===== src/rtl/joint_step_shaper_if.sv =====
`default_nettype none
// ============================================================================
//  Module      : joint_step_shaper_if
//  Description : Signal bundle between the step generator / host side and the
//                joint_step_shaper output stage.
//                  enable, dir_in, stp_in, clear_overrun : requests into shaper
//                  step_out, dir_out                     : driver pins
//                  position, busy, overrun               : status to host
//                Modport "master" is the requester side, "slave" the shaper.
//  Revision    : 1.0 - initial release
// ============================================================================
interface joint_step_shaper_if;
    logic               enable;
    logic               dir_in;
    logic               stp_in;
    logic               clear_overrun;
    logic               step_out;
    logic               dir_out;
    logic signed [31:0] position;
    logic               busy;
    logic               overrun;

    modport master (
        output enable, dir_in, stp_in, clear_overrun,
        input  step_out, dir_out, position, busy, overrun
    );

    modport slave (
        input  enable, dir_in, stp_in, clear_overrun,
        output step_out, dir_out, position, busy, overrun
    );
endinterface
`default_nettype wire


===== src/rtl/joint_step_shaper.sv =====
`default_nettype none
// ============================================================================
//  Module      : joint_step_shaper
//  Description : Converts a toggling step request and raw direction bit into
//                driver-legal STEP/DIR with fixed pulse width, DIR setup time
//                and minimum low time. One-deep pending slot, sticky overrun
//                flag and optional signed step-position counter.
//  Ports       : clk    - system clock, rising edge
//                rst_n  - asynchronous active-low reset
//                bus    - joint_step_shaper_if.slave (requests in, STEP/DIR
//                         pins and status out)
//  Parameters  : PULSE_LEN - STEP high cycles
//                DIR_SETUP - cycles from DIR change to STEP rise
//                DIR_HOLD  - minimum STEP low cycles after a pulse
//  Macro       : JOINT_STEP_SHAPER_POSITION_EN - builds the position counter;
//                when undefined, position is tied to 0.
//  Revision    : 1.0 - initial release
// ============================================================================
module joint_step_shaper #(
    parameter int PULSE_LEN = 100,
    parameter int DIR_SETUP = 50,
    parameter int DIR_HOLD  = 50
) (
    input wire               clk,
    input wire               rst_n,
    joint_step_shaper_if.slave bus
);

    // Counter reload values: each phase runs from N-1 down to 0.
    localparam logic [15:0] C_PULSE_LD = 16'(PULSE_LEN - 1);
    localparam logic [15:0] C_SETUP_LD = 16'(DIR_SETUP - 1);
    localparam logic [15:0] C_HOLD_LD  = 16'(DIR_HOLD - 1);

    typedef enum logic [1:0] {
        S_IDLE  = 2'd0,
        S_SETUP = 2'd1,
        S_PULSE = 2'd2,
        S_HOLD  = 2'd3
    } state_t;

    state_t      r_state;
    logic [15:0] r_cnt;
    logic        r_stp_prev;
    logic        r_step_out;
    logic        r_dir_out;
    logic        r_slot_vld;
    logic        r_slot_dir;
    logic        r_busy;
    logic        r_overrun;

    state_t      w_state_nxt;
    logic [15:0] w_cnt_nxt;
    logic        w_step_nxt;
    logic        w_dir_nxt;
    logic        w_slot_vld_nxt;
    logic        w_slot_dir_nxt;
    logic        w_ovr_set;
    logic        w_req;
    logic        w_last;
    logic        w_slot_live;
    logic        w_consume;
    logic        w_start;
    logic        w_start_dir;

    assign w_req       = bus.enable & (bus.stp_in ^ r_stp_prev);
    assign w_last      = (r_cnt == 16'd0);
    // A disabled joint forgets its queued step.
    assign w_slot_live = r_slot_vld & bus.enable;
    // Last HOLD cycle: the slot (or a fresh request) is started this cycle.
    assign w_consume   = (r_state == S_HOLD) & w_last;

    always_comb begin
        w_state_nxt    = r_state;
        w_cnt_nxt      = r_cnt;
        w_step_nxt     = r_step_out;
        w_dir_nxt      = r_dir_out;
        w_slot_vld_nxt = w_slot_live;
        w_slot_dir_nxt = r_slot_dir;
        w_ovr_set      = 1'b0;
        w_start        = 1'b0;
        w_start_dir    = bus.dir_in;

        case (r_state)
            S_IDLE: begin
                if (w_req) begin
                    w_start     = 1'b1;
                    w_start_dir = bus.dir_in;
                end
            end
            S_SETUP: begin
                if (w_last) begin
                    w_state_nxt = S_PULSE;
                    w_cnt_nxt   = C_PULSE_LD;
                    w_step_nxt  = 1'b1;
                end else begin
                    w_cnt_nxt = r_cnt - 16'd1;
                end
            end
            S_PULSE: begin
                if (w_last) begin
                    w_state_nxt = S_HOLD;
                    w_cnt_nxt   = C_HOLD_LD;
                    w_step_nxt  = 1'b0;
                end else begin
                    w_cnt_nxt = r_cnt - 16'd1;
                end
            end
            S_HOLD: begin
                if (w_last) begin
                    if (w_slot_live) begin
                        // Queued step goes out; a same-cycle request refills.
                        w_start        = 1'b1;
                        w_start_dir    = r_slot_dir;
                        w_slot_vld_nxt = w_req;
                        w_slot_dir_nxt = bus.dir_in;
                    end else if (w_req) begin
                        w_start     = 1'b1;
                        w_start_dir = bus.dir_in;
                    end else begin
                        w_state_nxt = S_IDLE;
                    end
                end else begin
                    w_cnt_nxt = r_cnt - 16'd1;
                end
            end
            default: begin
                w_state_nxt = S_IDLE;
                w_step_nxt  = 1'b0;
            end
        endcase

        // Requests arriving mid-sequence go to the slot or are dropped.
        if (w_req && (r_state != S_IDLE) && !w_consume) begin
            if (w_slot_live) begin
                w_ovr_set = 1'b1;
            end else begin
                w_slot_vld_nxt = 1'b1;
                w_slot_dir_nxt = bus.dir_in;
            end
        end

        // Start rule: same direction pulses at once, reversal inserts SETUP.
        if (w_start) begin
            if (w_start_dir == r_dir_out) begin
                w_state_nxt = S_PULSE;
                w_cnt_nxt   = C_PULSE_LD;
                w_step_nxt  = 1'b1;
            end else begin
                w_state_nxt = S_SETUP;
                w_cnt_nxt   = C_SETUP_LD;
                w_dir_nxt   = w_start_dir;
            end
        end
    end

    always_ff @(posedge clk or negedge rst_n) begin
        if (!rst_n) begin
            r_state    <= S_IDLE;
            r_cnt      <= 16'd0;
            r_stp_prev <= 1'b0;
            r_step_out <= 1'b0;
            r_dir_out  <= 1'b0;
            r_slot_vld <= 1'b0;
            r_slot_dir <= 1'b0;
            r_busy     <= 1'b0;
            r_overrun  <= 1'b0;
        end else begin
            r_state    <= w_state_nxt;
            r_cnt      <= w_cnt_nxt;
            r_stp_prev <= bus.stp_in;
            r_step_out <= w_step_nxt;
            r_dir_out  <= w_dir_nxt;
            r_slot_vld <= w_slot_vld_nxt;
            r_slot_dir <= w_slot_dir_nxt;
            r_busy     <= (w_state_nxt != S_IDLE);
            // Clear wins over a same-cycle drop.
            r_overrun  <= bus.clear_overrun ? 1'b0 : (r_overrun | w_ovr_set);
        end
    end

`ifdef JOINT_STEP_SHAPER_POSITION_EN
    logic signed [31:0] r_position;

    // Counted on the edge where STEP rises, using the DIR already on the pin.
    always_ff @(posedge clk or negedge rst_n) begin
        if (!rst_n) begin
            r_position <= 32'sd0;
        end else if (w_step_nxt && !r_step_out) begin
            r_position <= r_dir_out ? (r_position + 32'sd1) : (r_position - 32'sd1);
        end
    end

    assign bus.position = r_position;
`else
    assign bus.position = 32'sd0;
`endif

    assign bus.step_out = r_step_out;
    assign bus.dir_out  = r_dir_out;
    assign bus.busy     = r_busy;
    assign bus.overrun  = r_overrun;

endmodule
`default_nettype wire


===== src/flat_wrapper.sv =====
// flat-port wrapper written by rule: the top's interface ports become plain ports
module joint_step_shaper_flat 
#(
    parameter int PULSE_LEN = 100,
    parameter int DIR_SETUP = 50,
    parameter int DIR_HOLD  = 50
)
  (clk, rst_n, bus_enable, bus_dir_in, bus_stp_in, bus_clear_overrun, bus_step_out, bus_dir_out, bus_position, bus_busy, bus_overrun);
  joint_step_shaper_if bus_i ();
  input wire clk;
  input wire rst_n;
  input wire logic [$bits(bus_i.enable)-1:0] bus_enable;
  input wire logic [$bits(bus_i.dir_in)-1:0] bus_dir_in;
  input wire logic [$bits(bus_i.stp_in)-1:0] bus_stp_in;
  input wire logic [$bits(bus_i.clear_overrun)-1:0] bus_clear_overrun;
  output wire logic [$bits(bus_i.step_out)-1:0] bus_step_out;
  output wire logic [$bits(bus_i.dir_out)-1:0] bus_dir_out;
  output wire logic [$bits(bus_i.position)-1:0] bus_position;
  output wire logic [$bits(bus_i.busy)-1:0] bus_busy;
  output wire logic [$bits(bus_i.overrun)-1:0] bus_overrun;
  assign bus_i.enable = bus_enable;
  assign bus_i.dir_in = bus_dir_in;
  assign bus_i.stp_in = bus_stp_in;
  assign bus_i.clear_overrun = bus_clear_overrun;
  assign bus_step_out = bus_i.step_out;
  assign bus_dir_out = bus_i.dir_out;
  assign bus_position = bus_i.position;
  assign bus_busy = bus_i.busy;
  assign bus_overrun = bus_i.overrun;
  joint_step_shaper #(.PULSE_LEN(PULSE_LEN), .DIR_SETUP(DIR_SETUP), .DIR_HOLD(DIR_HOLD)) u_core (.clk(clk), .rst_n(rst_n), .bus(bus_i));
endmodule

===== config.mk =====
export PLATFORM = sky130hd
export DESIGN_NAME = joint_step_shaper_flat
export DESIGN_NICKNAME = d
export VERILOG_FILES = /design/src/rtl/joint_step_shaper_if.sv /design/src/rtl/joint_step_shaper.sv /design/src/flat_wrapper.sv
export SDC_FILE = /design/constraint.sdc
export NUM_CORES = 1
export LEC_CHECK = 0
export BUFFER_PORTS_ARGS = -buffer_cell sky130_fd_sc_hd__clkbuf_2
export CAP_MARGIN = 20
export CORE_UTILIZATION = 35
export DETAILED_ROUTE_END_ITERATION = 10
export PLACE_DENSITY = 0.6
export REMOVE_ABC_BUFFERS = 1
export SYNTH_ARGS = -nofsm -noshare
export SYNTH_HDL_FRONTEND = slang
export SYNTH_SLANG_ARGS = --single-unit

===== constraint.sdc =====
create_clock -name clk -period 2.6 [get_ports clk]
set_input_delay 0 -clock clk [delete_from_list [all_inputs] [get_ports clk]]
set_output_delay 0 -clock clk [all_outputs]
set_load 0.1 [all_outputs]

* Word-level counts from Yosys, hierarchy flattened
Cells that the tools add are included.
Cells by class: muxes and demuxes 39, reductions and logical operators 10, $add $sub $neg 1, bitwise logic cells 6, equality and inequality tests 5
Operators by type and width (count):
- $mux W16 | 4
- $pmux W16 S3 | 1
- $mux W1 | 23
- $logic_not A16 Y1 | 1
- $sub A16 B1 Y16 const B | 1
- $mux W2 | 7
- $mux W7 | 1
- $pmux W2 S3 | 1
- $eq A2 B2 Y1 const B | 2
- $pmux W1 S2 | 2
- $reduce_and A2 Y1 | 2
- $reduce_bool A2 Y1 | 2
- $reduce_bool A4 Y1 | 1
- $and A1 B1 Y1 | 3
- $ne A3 B3 Y1 const B | 1
- $eq A2 B1 Y1 const B | 1
- $logic_and A1 B1 Y1 | 2
- $logic_not A2 Y1 | 1
- $eq A1 B1 Y1 | 1
- $logic_not A1 Y1 | 1
- $not A1 Y1 | 1
- $or A1 B1 Y1 | 1
- $xor A1 B1 Y1 | 1
Storage, ports and cells: output and inout port bits 36, register bits after elaboration 25

* Longest topological paths before layout
Gate-level depths: netlist (run 1).
depth after elaboration 8, gate-level depth with buffers 10, mapped depth without buffers 8

* Worst setup path after synthesis (run 1)
Ideal clock, no wire load.
path type reg-to-reg, start point reg u_core.r_cnt[8], end point reg u_core.r_slot_dir, stages on the path, launching flop included 6, data arrival time 2039 ps, period minus slack after synthesis 2164 ps, slack 436 ps, setup time 125 ps, cell sequence dfrtp_1 > or4_4 > nor4b_4 > nand3_2 > a211oi_2 > mux2_4
Between the ends: cells in the longest elaborated chain, start to end 5
Ends and longest elaborated chain:
- from (decl) | RTL line joint_step_shaper.sv:42 | logic [15:0] r_cnt;
- from (signal assigned) | RTL line joint_step_shaper.sv:169 | r_cnt <= w_cnt_nxt;
- $logic_not A16 Y1 (*) | RTL line joint_step_shaper.sv:66 | assign w_last = (r_cnt == 16'd0);
- $mux W1 or $and A1 B1 Y1 (tied branches) | RTL line joint_step_shaper.sv:109, joint_step_shaper.sv:70
- $mux W1 or $logic_not A1 Y1 (tied branches) | RTL line joint_step_shaper.sv:83, joint_step_shaper.sv:133
- $mux W1 or $logic_and A1 B1 Y1 (tied branches) | RTL line joint_step_shaper.sv:134, joint_step_shaper.sv:133
- $mux W1 (*) | RTL line joint_step_shaper.sv:133 | if (w_req && (r_state != S_IDLE) && !w_consume) begin
- via u_core.w_slot_dir_nxt | RTL line joint_step_shaper.sv:56 | logic w_slot_dir_nxt;
- to (signal assigned) | RTL line joint_step_shaper.sv:174 | r_slot_dir <= w_slot_dir_nxt;
- to (decl) | RTL line joint_step_shaper.sv:47 | logic r_slot_dir;
The timed path passes the listed nets; every way through them passes the cells marked *. A chain may end at the register's enable or synchronous reset.

* Final worst setup path (run 1)
Same ends and word-level chain as after synthesis.

==> flow_metrics.env, run 1 <==
export IMPL_syn_inst=220
export IMPL_vdd_drop_max_mv=0.2384
export IMPL_yosys_warnings=0
export IMPL_max_freq_mhz=431.3
export IMPL_cp_max_fo=6
export IMPL_fin_crit_ns=2.319
export IMPL_power_mw=0.9027
export IMPL_syn_area_um2=1929
export IMPL_cap_violations=0
export IMPL_yosys_most_used_dff="dfrtp_1"
export IMPL_wl_met1_mm=1.969
export IMPL_detail_route_wirelength_mm=3.958
export IMPL_htreeDepth=1
export IMPL_utilization_pct=39.93
export IMPL_numPortBuffers=9
export IMPL_die_area_um2=5813
export IMPL_slowest_delay_ns=0.60
export IMPL_grt_pass1_wl_mm=6.686
export IMPL_mostFrequentLayoutCell="conb_1"
export IMPL_slew_headroom_pct=58.57
export IMPL_place_inst=304
export IMPL_critPathArrivalTime_ns=2.49
export IMPL_critical_path_required_ns=2.77
export IMPL_routedWlPerCell_um=12.69
export IMPL_clockBufferDepth=2
export IMPL_fin_skew_ns=0.008058
export IMPL_fin_nets=255
export IMPL_drtIter0Drc=86
export IMPL_final_setup_viol_count=0
export IMPL_met3_length_um=133
export IMPL_rsz0062_at_grt="false"
export IMPL_highest_layer="met4"
export IMPL_min_period_over_period_pct=89.18
export IMPL_synth_avg_cell_area_um2=8.770
export IMPL_synth_edf_count=0
export IMPL_clk_latency_ns=0.27
export IMPL_async_reset_ff_share_pct=100.0
export IMPL_dr_pass1_iters=6
export IMPL_yosys_area_top_type="dfrtp_1"
export IMPL_met2WireLength_mm=1.785
export IMPL_grt_pass1_vias=1362
export IMPL_track_usage_pct=14.39
export IMPL_crit_type="reg -> reg"
export IMPL_globalRouteOverflowTotal=0
export IMPL_hold_violations=0
export IMPL_placed_area_um2=1982
export IMPL_gp_congestion=0.9107
export IMPL_synth_cell_types=50
export IMPL_dpl_hpwl_mm=2.980
export IMPL_cp_end_kind="register"
export IMPL_outcome="finished clean"
export IMPL_finalWorstSetupSlack_ns=0.2813
export IMPL_power_density_nw_per_um2=434.3
export IMPL_clock_sinks=25
export IMPL_start_kind="register"
export IMPL_synth_seq_cells=25
export IMPL_drcViolationCount=0
export IMPL_io_pins=42
export IMPL_synth_top_cell_area_share_pct=32.43
export IMPL_slew_viol_final=0
export IMPL_fin_area_um2=2078
export IMPL_final_layout_size_suffix_gt1_share_pct=17.36
export IMPL_dp_slack_ns=0.1456
export IMPL_cts_buffers=3
export IMPL_cts_tree="done"
export IMPL_crit_chain="or4_4, nor4b_4, nand3_2, a211oi_2, mux2_4"
export IMPL_clk_pin_slew_ns=0.09
export IMPL_crit_family="simple AND/OR/NAND/NOR gates"
export IMPL_synthTopCellsByArea="dfrtp_1 32%, buf_4 12%, xor2_1 5.9%"
export IMPL_antenna_found_initial=0
export IMPL_diodes=0
export IMPL_grt_max_degree=26
export IMPL_start_util_pct=37.07
export IMPL_syn_to_final_growth_pct=7.717
export IMPL_die_w_um=76.25
export IMPL_crit_path_top_delay_cell="or4_4"
export IMPL_worst_pin_slew_ns=0.6214
export IMPL_fin_tns_setup_ns=0
export IMPL_critPathBufInv=0
export IMPL_via_count=1536
export IMPL_hp_class="in -> reg"
export IMPL_power_leakage_nw=1.005
export IMPL_mostFrequentLayoutCells="32 x conb_1, 25 x nor2_1, 25 x dfrtp_1"
export IMPL_whs_ns=0.01638
export IMPL_die_h_um=76.25
export IMPL_ys_seq_area_share_pct=32.43
export IMPL_ant_nets=0
export IMPL_cts_root_buf="clkbuf_8"
export IMPL_coreArea_um2=5205
export IMPL_fin_cells=312
export IMPL_row_count=26
export IMPL_vias_per_cell=4.923
## flip-flops by register name (all words and copies together), names as in the netlist
signal,count
u_core.r_cnt,16
u_core.r_state,2
u_core.bus.busy,1
u_core.bus.dir_out,1
u_core.bus.overrun,1
u_core.bus.step_out,1
u_core.r_slot_dir,1
u_core.r_slot_vld,1
u_core.r_stp_prev,1
## metal layers
layer | global-route usage (%) | vias up
li1 | - | 764
met1 | 19.73 | 717
met2 | 22.52 | 47
met3 | 2.874 | 8
met4 | 4.808 | 0
met5 | 0 | -
## worst paths after layout
kind | start | end | slack [ns] | cells after the start
min in group asynchronous | rst_n | u_core.r_cnt[13] | 0.27 | 2
min reg2reg | u_core.bus.overrun | u_core.bus.overrun | 0.51 | 2
max reg2reg | u_core.r_cnt[8] | u_core.r_slot_dir | 0.28 | 5
max | u_core.r_cnt[8] | u_core.r_slot_dir | 0.28 | 5
max in group asynchronous | rst_n | u_core.r_cnt[1] | 1.92 | 2
min | bus_enable | u_core.r_slot_vld | 0.02 | 3
## cells in the mapped netlist, types with 2 or more instances
| library cell | count |
|---|---|
| nor4_2 | 2 |
| a31oi_1 | 2 |
| o31ai_1 | 3 |
| clkbuf_1 | 3 |
| xor2_1 | 13 |
| nor4_1 | 5 |
| nor3_1 | 5 |
| nor2b_1 | 2 |
| nand3_1 | 4 |
| o21ai_2 | 2 |
| inv_1 | 9 |
| o21ai_1 | 3 |
| and4_1 | 2 |
| nand2b_1 | 2 |
| dfrtp_1 | 25 |
| buf_4 | 32 |
| clkbuf_8 | 2 |
| nand4_1 | 2 |
| nand2_1 | 11 |
| and3_1 | 4 |
| or4_4 | 2 |
| or3_1 | 2 |
| a21oi_1 | 9 |
| o211ai_1 | 6 |
| ha_1 | 6 |
| o21ai_0 | 12 |
| nor2_1 | 25 |
| a22oi_1 | 3 |
## timing repair
action                                 4_1_cts  5_1_grt
buffers inserted                             0        0
hold buffers                                 4        0
resized for setup                            0        2
setup endpoints to repair                    0        5
endpoints found under the hold margin       28        0
## worst min-delay path: cells and delay by family
kind	cells	cell delay, ns
buffers and inverters	2	0.21
AOI/OAI and AO/OA	1	0.04
## final cells by class
cell class | instances | area, um^2
clock buffers | 3 | 41.29
fillers | 535 | 3127
well taps | 70 | 87.58
multi-input cells | 180 | 1117
flip-flops and latches | 25 | 625.6
clock inverters | 1 | 5.005
repair buffers | 24 | 167.7
inverters | 9 | 33.78
## power breakdown
group	switching [mW]	internal, mW
clock network	0.129	0.107
logic	0.239	0.0271
registers	0.00524	0.395
## cell families (layout without fill, tap and decap cells)
| group | count (synthesis) | in the layout | synth area share [%] |
|---|---|---|---|
| buffers and inverters | 46 | 37 | 16.21 |
| muxes | 2 | 2 | 1.362 |
| and+or+nand+nor | 77 | 77 | 22.63 |
| AOI/OAI and AO/OA | 50 | 50 | 17.38 |
| DFF | 25 | 25 | 32.43 |
| xor gates and xnor gates | 13 | 13 | 5.901 |
| other | 1 | 32 | 0.1944 |
| adders and majority gates | 6 | 6 | 3.891 |
No activity file was read; power rests on OpenSTA's default activity.
==> run 2: changes to the inputs <==
clock period = 2.92 ns   (was 2.6 ns; I/O delays follow)
==> run 2 against run 1 <==
  * Register-to-register slack better by 0.096 ns
  * Clock-buffer cell count up 1
  * Power down 11%
  * Die area unchanged
  * Flip-flop and latch count unchanged
  * Sequential share of layout area up 1.1 points
  * Worst setup slack better by 0.096 ns
  * Cell count down 2.6%
  * Final area down 3.4%
  * Clock power down 11%
  * Non-clock buffer count down 8
==> flow_metrics.env, run 2 (synthesis results as in run 1) <==
export IMPL_outcome="finished clean"
export IMPL_reg2reg_slack_ns=0.38
export IMPL_met2WireLength_mm=1.874
export IMPL_whs_ns=0.03966
export IMPL_fin_tns_setup_ns=0
export IMPL_regMostFlops="u_core.r_cnt"
export IMPL_row_count=26
export IMPL_start_util_pct=37.07
export IMPL_fin_crit_ns=2.542
export IMPL_fin_nets=247
export IMPL_max_freq_mhz=393.4
export IMPL_slew_viol_final=0
export IMPL_dpl_hpwl_mm=2.910
export IMPL_track_usage_pct=14.02
export IMPL_die_w_um=76.25
export IMPL_power_density_nw_per_um2=399.8
export IMPL_drtIter0Drc=72
export IMPL_globalRouteOverflowTotal=0
export IMPL_comb_power_share_pct=29.2
export IMPL_placed_area_um2=1922
export IMPL_clk_pin_slew_ns=0.09
export IMPL_highest_layer="met4"
export IMPL_grt_max_degree=26
export IMPL_power_mw=0.8023
export IMPL_ant_nets=0
export IMPL_hp_class="in -> reg"
export IMPL_worst_pin_slew_ns=0.6417
export IMPL_power_frac_seq_pct=44.5
export IMPL_min_period_over_period_pct=87.06
export IMPL_numPortBuffers=9
export IMPL_final_setup_viol_count=0
export IMPL_cts_setup_buffers=0
export IMPL_power_leakage_nw=0.9591
export IMPL_drcViolationCount=0
export IMPL_p_sw_share_pct=41.31
export IMPL_routedWlPerCell_um=12.85
export IMPL_diodes=0
export IMPL_htreeDepth=1
export IMPL_grt_pass1_vias=1373
export IMPL_io_pins=42
export IMPL_coreArea_um2=5205
export IMPL_critPathArrivalTime_ns=2.67
export IMPL_rsz0062_at_grt="false"
export IMPL_start_kind="register"
export IMPL_vias_per_cell=4.918
export IMPL_syn_to_final_growth_pct=4.021
export IMPL_cp_max_fo=6
export IMPL_via_count=1495
export IMPL_fin_skew_ns=0.003872
export IMPL_dr_pass1_iters=4
export IMPL_internal_power_mw=0.4709
export IMPL_finalWorstSetupSlack_ns=0.3778
export IMPL_cts_hold_buf=4
export IMPL_p_sw_mw=0.3314
export IMPL_clock_sinks=25
export IMPL_hold_violations=0
export IMPL_cap_violations=0
export IMPL_dp_slack_ns=0.3458
export IMPL_mostFrequentLayoutCells="32 x conb_1, 25 x nor2_1, 25 x dfrtp_1"
export IMPL_vdd_drop_max_mv=0.1972
export IMPL_gp_congestion=0.8538
export IMPL_critical_path_required_ns=3.05
export IMPL_cts_tree="done"
export IMPL_largestRegisters="u_core.r_cnt (16), u_core.r_state (2)"
export IMPL_cp_end_kind="register"
export IMPL_fin_area_um2=2007
export IMPL_met3_length_um=166
export IMPL_detail_route_wirelength_mm=3.907
export IMPL_die_area_um2=5813
export IMPL_clockBufferDepth=2
export IMPL_grt_pass1_wl_mm=6.630
export IMPL_die_h_um=76.25
export IMPL_antenna_found_initial=0
export IMPL_ctsResizeCount=0
export IMPL_clk_latency_ns=0.27
export IMPL_final_layout_size_suffix_gt1_share_pct=13.25
export IMPL_slew_headroom_pct=57.22
export IMPL_crit_type="reg -> reg"
export IMPL_clkPwrFrac_pct=26.3
export IMPL_largest_register_ffs=16
export IMPL_mostFrequentLayoutCell="conb_1"
export IMPL_wl_met1_mm=1.826
export IMPL_cts_buffers=3
export IMPL_cts_root_buf="clkbuf_8"
==> run 2: final timing paths <==
kind                                    startpoint            endpoint  cells after the start
worst max-delay path               u_core.r_cnt[0]     u_core.r_cnt[6]                      8
worst min-delay path                    bus_enable   u_core.r_slot_vld                      3
worst max register to register     u_core.r_cnt[0]     u_core.r_cnt[6]                      8
worst min register to register  u_core.bus.overrun  u_core.bus.overrun                      2
max in group asynchronous                    rst_n     u_core.r_cnt[0]                      2
min in group asynchronous                    rst_n    u_core.r_cnt[11]                      2
==> run 2: metrics by stage <==
step	utilization, %	std cells
floorplan	-	214
global placement	36.92	296
detailed placement	36.92	296
CTS	38.56	304
global route	38.56	304
finish	38.56	304
==> run 2: final cells by class <==
cell class	instances	area, um^2
timing repair buffer	16	107.6
sequential	25	625.6
inverter	9	33.78
multi-input combinational	180	1107
fill	546	3198
tap	70	87.58
clock buffer	4	45.04
==> run 2: power groups by stage <==
stage	registers, mW	clock network, mW	logic, mW
finish	0.357	0.211	0.234
global route	0.358	0.234	0.242
CTS	0.357	0.222	0.234
detailed placement	0.364	0	0.229
global placement	0.364	0	0.229
floorplan	0.368	0	0.206
==> run 2: routing by layer <==
metal  up-vias  GRT usage, %
li1        747             -
met4         0         3.077
met3         4         2.874
met2        43         23.96
met1       701         18.11
met5         -             0
==> run 2: worst max-delay path, stage by stage, from the launching register on <==
cell     delay [ns]
dfrtp_1        0.45
inv_1          0.11
ha_1           0.17
nor3b_1        0.45
nand4_1        0.32
o21ai_1        0.28
a21oi_1        0.11
o21ai_1        0.34
o21ai_0        0.18
